$ cat src/rtl/cms_pix28_package.sv
// Shared FSM encoding and cfg_delay field layout for the CMS pixel-28 bxclk generator.
package cms_pix28_package;

    typedef enum logic [1:0] {
        IDLE_BXG  = 2'd0,
        RUN_BXG   = 2'd1,
        DRAIN_BXG = 2'd2,
        DONE_BXG  = 2'd3
    } state_t_sm_bxclk_gen;

    // Field layout of cfg_delay for the default two-channel, 5-bit build.
    localparam int BXG_DELAY_W_DEF   = 5;
    localparam int BXG_CH0_DELAY_LSB = 0;
    localparam int BXG_CH1_DELAY_LSB = BXG_DELAY_W_DEF;

    // LSB of channel ch's delay field for any DELAY_W.
    function automatic int delay_lsb(input int ch, input int delay_w);
        return ch * delay_w;
    endfunction

endpackage

$ cat src/rtl/cms_pix28_bxclk_phase.sv
// One phase-shifted bxclk channel: decides from the shared period counter whether this
// channel is high, and registers the result so the output is a clean flop.
module cms_pix28_bxclk_phase
    import cms_pix28_package::*;
#(
    parameter int PERIOD_W = 6,
    parameter int DELAY_W  = 5
) (
    input  logic                fw_pl_clk1,
    input  logic                fw_rst,
    input  logic                active,
    input  logic [PERIOD_W-1:0] cnt,
    input  logic [PERIOD_W-1:0] period,
    input  logic [PERIOD_W-1:0] half,
    input  logic [DELAY_W-1:0]  delay,
    input  logic                sign,
    output logic                bxclk
);

    // One spare bit keeps cnt + period and cnt + delay from overflowing.
    localparam int AW = PERIOD_W + 1;

    logic [AW-1:0] cnt_x;
    logic [AW-1:0] per_x;
    logic [AW-1:0] half_x;
    logic [AW-1:0] dly_x;
    logic [AW-1:0] pos;

    // NOTE: every variable assigned in always_comb gets a value on every path first,
    // otherwise synthesis infers a latch to hold the old value.
    always_comb begin
        cnt_x  = AW'(cnt);
        per_x  = AW'(period);
        half_x = AW'(half);
        dly_x  = AW'(delay);
        pos    = '0;
        if (sign) begin
            pos = cnt_x + dly_x;
            if (pos >= per_x) begin
                pos = pos - per_x;
            end
        end else if (cnt_x >= dly_x) begin
            pos = cnt_x - dly_x;
        end else begin
            pos = cnt_x + per_x - dly_x;
        end
    end

    // NOTE: flops use non-blocking assignments so every register samples pre-edge values.
    always_ff @(posedge fw_pl_clk1) begin
        if (fw_rst) begin
            bxclk <= 1'b0;
        end else begin
            bxclk <= active && (pos < half_x);
        end
    end

endmodule

$ cat src/rtl/cms_pix28_bxclk_gen.sv
// Multi-channel bunch-crossing clock generator (burst or free-running, per-channel phase).
// Per-channel delay/sign is enabled by defining CMS_PIX28_BXCLK_PHASE_ADJ_EN.
module cms_pix28_bxclk_gen
    import cms_pix28_package::*;
#(
    parameter int PERIOD_W = 6,
    parameter int DELAY_W  = 5,
    parameter int N_CH     = 2,
    parameter int BURST_W  = 16
) (
    input  logic                      fw_pl_clk1,
    input  logic                      fw_rst,
    input  logic                      start,
    input  logic                      stop,
    input  logic [PERIOD_W-1:0]       cfg_period,
    input  logic [N_CH*DELAY_W-1:0]   cfg_delay,
    input  logic [N_CH-1:0]           cfg_delay_sign,
    input  logic [BURST_W-1:0]        cfg_burst_len,
    output logic                      busy,
    output logic                      bxclk_ana,
    output logic [N_CH-1:0]           bxclk,
    output logic                      bx_tick,
    output logic                      burst_done,
    output logic                      cfg_err
);

    localparam int CW = (PERIOD_W > DELAY_W) ? PERIOD_W : DELAY_W;

    state_t_sm_bxclk_gen state;

    logic [PERIOD_W-1:0] cnt;
    logic [PERIOD_W-1:0] period_q;
    logic [PERIOD_W-1:0] half_q;
    logic [BURST_W-1:0]  burst_q;
    logic [BURST_W-1:0]  pcnt;
    logic [DELAY_W-1:0]  delay_q [N_CH];
    logic [N_CH-1:0]     sign_q;
    logic                err_q;
    logic                ana_q;
    logic                tick_q;

    logic                active;
    logic                wrap;
    logic                burst_hit;
    logic                start_ok;
    logic                start_bad;
    logic [PERIOD_W-1:0] half_in;
    logic [DELAY_W-1:0]  delay_in [N_CH];
    logic [N_CH-1:0]     sign_in;
    logic [N_CH-1:0]     clamp;

    assign active    = (state == RUN_BXG) || (state == DRAIN_BXG);
    assign wrap      = (cnt == period_q - PERIOD_W'(1));
    assign burst_hit = (burst_q != '0) && ((pcnt + BURST_W'(1)) == burst_q);
    assign start_ok  = (state == IDLE_BXG) && start && !stop && (cfg_period >= PERIOD_W'(2));
    assign start_bad = (state == IDLE_BXG) && start && !stop && (cfg_period <  PERIOD_W'(2));
    assign half_in   = cfg_period >> 1;

    // Delay values as they will be latched at start, clamped to half a period.
    always_comb begin
        for (int i = 0; i < N_CH; i++) begin
            delay_in[i] = '0;
        end
        sign_in = '0;
        clamp   = '0;
`ifdef CMS_PIX28_BXCLK_PHASE_ADJ_EN
        for (int i = 0; i < N_CH; i++) begin
            if (CW'(cfg_delay[delay_lsb(i, DELAY_W) +: DELAY_W]) > CW'(half_in)) begin
                delay_in[i] = DELAY_W'(half_in);
                clamp[i]    = 1'b1;
            end else begin
                delay_in[i] = cfg_delay[delay_lsb(i, DELAY_W) +: DELAY_W];
            end
        end
        sign_in = cfg_delay_sign;
`endif
    end

`ifndef CMS_PIX28_BXCLK_PHASE_ADJ_EN
    // Without phase adjust every channel follows bxclk_ana; the delay inputs are dead.
    logic unused_phase_cfg;
    assign unused_phase_cfg = ^{cfg_delay, cfg_delay_sign};
`endif

    always_ff @(posedge fw_pl_clk1) begin
        if (fw_rst) begin
            state    <= IDLE_BXG;
            cnt      <= '0;
            pcnt     <= '0;
            period_q <= '0;
            half_q   <= '0;
            burst_q  <= '0;
            sign_q   <= '0;
            err_q    <= 1'b0;
            for (int i = 0; i < N_CH; i++) begin
                delay_q[i] <= '0;
            end
        end else begin
            unique case (state)
                IDLE_BXG: begin
                    if (start_ok) begin
                        state    <= RUN_BXG;
                        cnt      <= '0;
                        pcnt     <= '0;
                        period_q <= cfg_period;
                        half_q   <= half_in;
                        burst_q  <= cfg_burst_len;
                        sign_q   <= sign_in;
                        err_q    <= |clamp;
                        for (int i = 0; i < N_CH; i++) begin
                            delay_q[i] <= delay_in[i];
                        end
                    end else if (start_bad) begin
                        err_q <= 1'b1;
                    end
                end
                RUN_BXG: begin
                    cnt <= wrap ? '0 : cnt + PERIOD_W'(1);
                    if (wrap) begin
                        pcnt <= pcnt + BURST_W'(1);
                    end
                    // A stop landing on the last cycle of a period ends the run right there.
                    if (wrap && (stop || burst_hit)) begin
                        state <= DONE_BXG;
                    end else if (stop) begin
                        state <= DRAIN_BXG;
                    end
                end
                DRAIN_BXG: begin
                    cnt <= wrap ? '0 : cnt + PERIOD_W'(1);
                    if (wrap) begin
                        state <= DONE_BXG;
                    end
                end
                DONE_BXG: begin
                    state <= IDLE_BXG;
                    cnt   <= '0;
                end
                default: state <= IDLE_BXG;
            endcase
        end
    end

    always_ff @(posedge fw_pl_clk1) begin
        if (fw_rst) begin
            ana_q  <= 1'b0;
            tick_q <= 1'b0;
        end else begin
            ana_q  <= active && (cnt < half_q);
            tick_q <= active && (cnt == '0);
        end
    end

    for (genvar g = 0; g < N_CH; g++) begin : g_ch
        cms_pix28_bxclk_phase #(
            .PERIOD_W (PERIOD_W),
            .DELAY_W  (DELAY_W)
        ) u_phase (
            .fw_pl_clk1 (fw_pl_clk1),
            .fw_rst     (fw_rst),
            .active     (active),
            .cnt        (cnt),
            .period     (period_q),
            .half       (half_q),
            .delay      (delay_q[g]),
            .sign       (sign_q[g]),
            .bxclk      (bxclk[g])
        );
    end

    assign busy       = active;
    assign burst_done = (state == DONE_BXG);
    assign bxclk_ana  = ana_q;
    assign bx_tick    = tick_q;
    assign cfg_err    = err_q;

endmodule

$ cat config.mk
export PLATFORM = sky130hd
export DESIGN_NAME = cms_pix28_bxclk_gen
export DESIGN_NICKNAME = d
export VERILOG_FILES = /design/src/rtl/cms_pix28_package.sv /design/src/rtl/cms_pix28_bxclk_phase.sv /design/src/rtl/cms_pix28_bxclk_gen.sv
export SDC_FILE = /design/constraint.sdc
export NUM_CORES = 1
export LEC_CHECK = 0
export CORE_MARGIN = 4
export CORE_UTILIZATION = 48
export CTS_BUF_LIST = sky130_fd_sc_hd__clkbuf_4 sky130_fd_sc_hd__clkbuf_8
export DETAILED_ROUTE_END_ITERATION = 6
export DONT_BUFFER_PORTS = 1
export GPL_ROUTABILITY_DRIVEN = 0
export GPL_TIMING_DRIVEN = 0
export MAX_ROUTING_LAYER = met4
export PLACE_DENSITY = 0.7
export SLEW_MARGIN = 20
export SYNTH_ARGS = -nofsm -noshare
export SYNTH_HDL_FRONTEND = slang
export SYNTH_SLANG_ARGS = --single-unit
$ cat constraint.sdc
create_clock -name fw_pl_clk1 -period 5.4 [get_ports fw_pl_clk1]
set_clock_uncertainty 0.2 [all_clocks]
set_input_delay 0.54 -clock fw_pl_clk1 [delete_from_list [all_inputs] [get_ports fw_pl_clk1]]
set_output_delay 0.54 -clock fw_pl_clk1 [all_outputs]
set_load 0.005 [all_outputs]
==> flow_summary_export.csv <==
group,metric,value,unit
floorplan,rows,28,
global_routing,grt_antenna_before_repair,0,
detailed_routing,wl_per_cell,14.2,um
sta,max_clock_freq,352,MHz
clock_network,cts_tree,"yes",
floorplan,die_height,85.6,um
finish,drive_above_1_share,0.0576,
pwr,power,1140,uW
worst_setup_path,cp-end-kind,"flop",
pwr,power_leakage,0.00106,uW
global_routing,overflow,0,
finish,diodes,0,
floorplan,core,5890,um2
synth,netlist.area_leader.share,0.346,
pwr,ir_drop,246,uV
clock_network,cts_resized,0,
sta,tns,0,ns
worst_setup_path,slowest_stage,"or4_1",
floorplan,ios,45,
sta,setup_viol,0,
synth,yosys.cell_types.count,43,
synth,yosysSeqAreaShare,0.346,
detailed_routing,drtIter0Drc,185,
floorplan,dieWidth,85.6,um
run,maxCapViolCount,0,
sta,period_share,0.526,
synth,ys_top_cells_by_area,"dfxtp_1 35%, nand2_1 10%, xnor2_1 7.3%, a21oi_1 6.8%, ha_1 5.6%",
sta,drv_slew,0,
detailed_routing,drc,0,
global_routing,grt_util_met1,0.268,
synth,synth_warnings,0,
clock_network,clk_path_buf_depth,2,
detailed_routing,ant_nets,0,
sta,rsz0062_at_grt,"no",
clock_network,cts_made_buffers,5,
clock_network,root_buffer,"clkbuf_8",
synth,synth-main-ff-cell,"dfxtp_1",
synth,synth_fp_nets,425,
detailed_routing,dr.pass1.iters,4,
global_routing,grt_pass1_vias,2329,
synth,synth_edf_count,0,
place,port_buffers,0,
worst_setup_path,slowest_delay,0.41,ns
synth,syn-cell-area,2890,um2
global_routing,grtUsageMet3,0.0384,
synth,synthArstFlopShare,0,
finish,final_util,0.527,
global_routing,met2_usage,0.279,
sta,worst_pin_slew,0.552,ns
global_routing,top_usage_layer,"met2",
floorplan,initial_core_util,0.491,
finish,nets,432,
global_routing,grt_max_degree,18,
clock_network,htree_levels,2,
pwr,p_per_area,367,nW/um2
detailed_routing,routed_via_density,5.45,
min_path,holdCritPathClass,"in2reg",
worst_setup_path,start_kind,"flop",
sta,final_hold_viol_count,0,
synth,synth_cells,374,
synth,synth_area_per_cell,7.73,um2
worst_setup_path,critical_path_class,"reg2reg",
sta,min_period,2.84,ns
clock_network,clkTransAtPathRegs,0.10,ns
synth,synth_seq_cells,50,
detailed_routing,finalWirelength,6490,um
finish,area_growth,7.27,%
clock_network,holdBufCountCts,0,
clock_network,cts.sinks,50,
clock_network,insertion_delay,0.31,ns
clock_network,cts_setup_buffers,0,
sta,relSlewSlack,0.632,
floorplan,die_area,7330,um2
global_routing,grt_pass1_wl,11100,um
worst_setup_path,critPathMaxFanout,10,
worst_setup_path,worstPathCellList,"inv_1, ha_1, and3b_1, buf_2, o21ai_1, nand2_1, o21ai_1, a21oi_2, nand2_1, buf_2, or4_1, a21oi_1",
worst_setup_path,crit_arrival,2.89,ns
synth,synth_area_leader_cell,"dfxtp_1",
worst_setup_path,worst-endpoint-required,5.44,ns
outcome,status,"complete, no violations",
detailed_routing,vias,2489,
place,dp_hpwl,4910,um
global_routing,grt_usage,0.191,
[sequential cells by signal, indices dropped and copies added, names as in the netlist]
register	cells
cfg_err	1
state	2
period_q	6
cnt	6
pcnt	16
bxclk_ana	1
burst_q	16
g_ch.u_phase.bxclk	1
bx_tick	1
[layout make-up]
cell class | count | area [um2]
plain buffers | 20 | 91.3
clock buffers | 5 | 68.8
clock inverters | 3 | 47.5
fillers | 577 | 2780
inverters | 13 | 48.8
multi-input cells | 291 | 1750
flip-flops and latches | 50 | 1000
well taps | 75 | 93.8
[routing by layer]
metal,up-vias,part of all wire
met5,-,0
met2,66,0.42
met1,1115,0.50
met3,4,0.066
met4,0,0.0085
li1,1304,-
[where the power goes]
part	internal, uW	switching [uW]
clock network	142	137
logic	153	264
registers	403	40.2
total	697	441
[through the flow]
| stage | setup WS [ns] | hold slack [ns] | instance area (um2) | cells |
|---|---|---|---|---|
| after floorplan | 2.96 | 0.252 | 2890 | 374 |
| after global placement | 2.64 | 0.261 | 2990 | 449 |
| after detailed placement | 2.59 | 0.269 | 2990 | 449 |
| after CTS | 2.56 | 0.143 | 3100 | 457 |
| after global routing | 2.25 | 0.150 | 3100 | 457 |
| final | 2.56 | 0.151 | 3100 | 457 |
[worst paths after layout]
kind	slack [ns]	depth (start not counted)	from	end
max reg2reg	2.56	12	state[0]	pcnt[11]
max	2.56	12	state[0]	pcnt[11]
min	0.15	2	cfg_burst_len[8]	burst_q[8]
min reg2reg	0.28	2	pcnt[15]	pcnt[15]
[Yosys cell counts (9+ instances only)]
library cell,count
nand3_1,12
xor2_1,12
nand4_1,9
or3_1,10
a21oi_1,39
dfxtp_1,50
nand2_1,78
xnor2_1,24
nor2_1,16
o21ai_0,10
ha_1,13
clkbuf_1,13
inv_1,13
[logic make-up after synthesis]
kind of cell | Yosys count | share of synthesized area
xor gates and xnor gates | 36 | 0.109
muxes | 4 | 0.0143
and+or+nand+nor | 168 | 0.285
adders and majority gates | 13 | 0.0563
buffers and inverters | 33 | 0.0485
AOI/OAI and AO/OA | 70 | 0.141
DFF | 50 | 0.346
[placed cells by master (no fill, tap or decap), drive strengths merged, types with 2 or more instances in the layout]
| cell type | count |
|---|---|
| nand2 | 78 |
| dfxtp | 50 |
| a21oi | 40 |
| xnor2 | 24 |
| clkbuf | 18 |
| nor2 | 16 |
| inv | 15 |
| ha | 13 |
| o21ai | 13 |
| nand3 | 12 |
| xor2 | 12 |
| or3 | 10 |
| nand4 | 10 |
| nor3 | 10 |
| nor4 | 8 |
| buf | 7 |
| or4 | 4 |
| nor2b | 4 |
| nand2b | 4 |
| nand4b | 4 |
| mux2i | 3 |
| a22oi | 3 |
| a311oi | 3 |
| or2 | 3 |
| and3 | 2 |
| a21o | 2 |
| o21a | 2 |
| a211oi | 2 |
[critical path, delay by kind of cell, from the launching register on]
kind | cells | cell delay (ns)
AOI/OAI and AO/OA | 4 | 0.63
adders and majority gates | 1 | 0.23
buffers and inverters | 3 | 0.50
DFF | 1 | 0.36
and+or+nand+nor | 4 | 0.84
(Power assumes the default switching activity.)
==> RTL change 1: new RTL, same flow settings <==
`DELAY_W` is set to 5 in 2 places; all go to 4.
--- a/src/rtl/cms_pix28_bxclk_phase.sv
+++ b/src/rtl/cms_pix28_bxclk_phase.sv
@@ -5,5 +5,5 @@
 #(
     parameter int PERIOD_W = 6,
-    parameter int DELAY_W  = 5
+    parameter int DELAY_W  = 4
 ) (
     input  logic                fw_pl_clk1,
--- a/src/rtl/cms_pix28_bxclk_gen.sv
+++ b/src/rtl/cms_pix28_bxclk_gen.sv
@@ -5,5 +5,5 @@
 #(
     parameter int PERIOD_W = 6,
-    parameter int DELAY_W  = 5,
+    parameter int DELAY_W  = 4,
     parameter int N_CH     = 2,
     parameter int BURST_W  = 16
Ports: changed (resized cfg_delay); port bits go from 45 to 43. The function was not compared with the original's and may differ.
==> RTL change 1 against the unedited design <==
Cell area increased by 3.7%. Non-clock buffer count increased by 8. Total power decreased by 1.1%. Setup slack got worse by 520 ps. Critical path type unchanged. Critical endpoint unchanged. Routed wire length increased by 15%. Sequential cell count unchanged. Synthesized area increased by 4.6%.
==> RTL change 1: results <==
[place]
post-place-ws_ps = 2060
placed_cell_area_um2 = 3120
buffer_ports.inserted = 0
place_hpwl_mm = 5.66

[power]
vdd_drop_max_mv = 0.244
p_leak_nw = 1.11

[global_routing]
grt_pass1_wl_mm = 13.1
grtUsageTotal_pct = 21.7
grt_max_degree = 19
grt_pass1_vias = 2797
antenna_found_initial = 0

[routing]
drt_first_iter_violations = 186
wl_mm = 7.46
dr.pass1.iters = 6
vias = 2749
route.detailed.drc = 0

[critical_path]
reg2reg_from = "state[1]"
critPathLaunch = "state[1]"
r2r_slack_ps = 2040
r2r_cells = 12
regToRegEndpoint = "pcnt[11]"
path_max_fanout = 10

[worst_hold_path]
hold_path_end = "burst_q[9]"
hold_start = "cfg_burst_len[9]"
hold_depth = 2
min_path_type = "input pin to flip-flop"

[final_layout]
fin_nets = 437
top_regs = "burst_q x16, pcnt x16"
syn_to_final_growth_pct = 6.29
antenna_cells_inserted = 0
drive_above_1_share_pct = 9.77
fillers = 589

[clocking]
htreeDepth = 2
cts_buffers = 5
cts_resized = 0
insertion_delay_ps = 320
cts_setup_buffers = 0
clk_transition_reported_paths_ps = 110
cts_root_buf = "clkbuf_8"
cts_buffer_depth = 2

[synthesis]
synth_common_cells = "nand2_1 (53), dfxtp_1 (50), a21oi_1 (47), xnor2_1 (21)"
syn_nets = 430
ys_top_cells_by_area = "dfxtp_1 (33%), a21oi_1 (7.8%), nand2_1 (6.6%)"
synth-seq-area-share_pct = 33.1
synth_cell_types = 54
ys_warn_count = 0
async_reset_ff_share_pct = 0

[sta]
worstMarginPinSlew_ps = 747

[outcome]
status = "complete, no violations"
RTL change 1: metrics by stage:
| stage | hold WS [ps] | std cells |
|---|---|---|
| after floorplan | 260 | 381 |
| after global placement | 273 | 456 |
| after detailed placement | 281 | 456 |
| after CTS | 143 | 464 |
| after global routing | 138 | 464 |
| final | 142 | 464 |
RTL change 1: layer usage:
layer	vias to the layer above	global-route usage (%)	part of all wire (%)
li1	1357	-	-
met1	1271	28.4	46
met2	99	33.3	45
met3	22	3.60	5.7
met4	0	8.51	3.1
met5	-	-	0
RTL change 1: worst max-delay path by stage:
stage,end,slack [ps],cells past startpoint
floorplan,state[0],2470,8
global placement,pcnt[13],2160,9
detailed placement,pcnt[11],2060,9
CTS,pcnt[11],2080,12
global route,pcnt[10],1790,12
finish,pcnt[11],2040,12
RTL change 1: kinds of logic (layout without fill, tap and decap cells):
family | Yosys count | in the layout | synth area share [%]
adder cells (fa/ha/maj) | 13 | 13 | 5.38
XOR/XNOR | 34 | 34 | 10.1
flip-flops | 50 | 50 | 33.1
AND/OR/NAND/NOR | 145 | 145 | 24.9
AO/OA/AOI/OAI | 93 | 93 | 18.0
buffers and inverters | 41 | 49 | 6.87
multiplexers | 5 | 5 | 1.65
RTL change 1: area by class of cell:
| cell class | instances | area [um^2] | share of cell area, % |
|---|---|---|---|
| Inverter | 13 | 48.8 | 1.52 |
| Clock buffer | 5 | 68.8 | 2.14 |
| Sequential cell | 50 | 1000 | 31.1 |
| Multi-Input combinational cell | 290 | 1820 | 56.5 |
| Clock inverter | 3 | 27.5 | 0.856 |
| Tap cell | 75 | 93.8 | 2.92 |
| Buffer | 28 | 159 | 4.94 |
RTL change 1: report_power, final:
group          internal [mW]  total, mW  switching, mW
sequential             0.405      0.446         0.0412
clock                 0.0964      0.243          0.147
combinational          0.170      0.437          0.267
total                  0.671       1.13          0.455
RTL change 1: critical path: stages (launching register included):
cell and delay [ps]:
dfxtp_1 420, inv_1 110, ha_1 230, and3b_1 200
clkbuf_1 190, o21ai_1 310, and2_1 190, clkbuf_1 250
nor2_1 90, o21ai_1 280, clkbuf_1 450, o21ai_0 210
a21oi_1 160
==> RTL change 2: new RTL, same settings <==
Without the edit above. Put one more register stage on the output `cfg_err`, with the module's reset. The value now appears one clock later. The other outputs are not delayed to match.
--- a/src/rtl/cms_pix28_bxclk_gen.sv
+++ b/src/rtl/cms_pix28_bxclk_gen.sv
@@ -173,5 +173,11 @@
     assign bxclk_ana  = ana_q;
     assign bx_tick    = tick_q;
-    assign cfg_err    = err_q;
+    always_ff @(posedge fw_pl_clk1) begin
+        if (fw_rst) begin
+            cfg_err <= '0;
+        end else begin
+            cfg_err <= err_q;
+        end
+    end
 
 endmodule
Behaviour: not the same (a bounded check fails within 4 cycles, from zero or initial values and one cycle with fw_rst high).
==> RTL change 2 against the unedited design <==
Setup slack got worse by 34 ps. Synthesized area is 3.3% higher. Sequential cell count grew 1. Routed wire length rose by 7.9%. Cell area grew 2.9%. Total power fell by 6.2%. Sequential share of layout area decreased by 0.30 points. Synthesized cell count is 1.6% lower. Largest power group unchanged. Highest routed layer unchanged. Utilization rose by 0.60 points.
==> RTL change 2: results <==
[global_routing]
use_met3_pct = 3.22
grt_pass1_vias = 2445

[place]
placed_cell_area_um2 = 3080
post-place-ws_ps = 2630

[synthesis]
syn_nets = 419
syn_inst = 368
synth_common_cells = "dfxtp_1 (51), nand2_1 (49), a21oi_1 (40), xnor2_1 (27), clkbuf_1 (16)"
synth-seq-area-share_pct = 34.2
synth_compound_area_share_pct = 15.4
synth_cell_types = 54
ys_top_cells_by_area = "dfxtp_1 (34%), xnor2_1 (7.9%), a21oi_1 (6.7%)"

[critical_path]
cpPeakStageDelay_ps = 470
r2r_cells = 9

[clocking]
cts.sinks = 51

[outcome]
status = "complete, no violations"

[final_layout]
drive_above_1_share_pct = 6.38
seq_area_share_pct = 32.0
fin_nets = 426
fillers = 574
inv_count = 11

[routing]
wl_met3_um = 379

[sta]
worstMarginPinSlew_ps = 554

[power]
vdd_drop_max_mv = 0.202
p_leak_nw = 1.10
p_seq_share_pct = 42.2

[worst_hold_path]
hold_path_end = "burst_q[5]"
RTL change 2: cell count changes after synthesis, moves of 3 or more:
cell,delta
o21ai_1,+5
clkbuf_1,+3
or3b_1,+5
nand2_1,-29
a2111oi_0,+3
a311oi_1,-3
and4_1,+4
and2_1,+6
nand3_1,-5
nor2b_1,+7
xnor2_1,+3
nor3_1,-4
nand4b_1,-4
nor2_1,-4
RTL change 2: worst max-delay path by stage:
| stage | from | endpoint | depth (start not counted) |
|---|---|---|---|
| after floorplan | cfg_period[2] | state[0] | 6 |
| after global routing | pcnt[0] | state[1] | 9 |
| after global placement | pcnt[0] | state[1] | 9 |
| final | pcnt[0] | state[1] | 9 |
| after detailed placement | pcnt[0] | state[1] | 9 |
| after CTS | pcnt[0] | state[1] | 9 |
RTL change 2: stage by stage:
stage / hold WS [ps] / util, %
after global placement: 257 / 51.4
final: 157 / 53.3
after CTS: 144 / 53.3
after global routing: 144 / 53.3
after detailed placement: 262 / 51.4
after floorplan: 239 / -
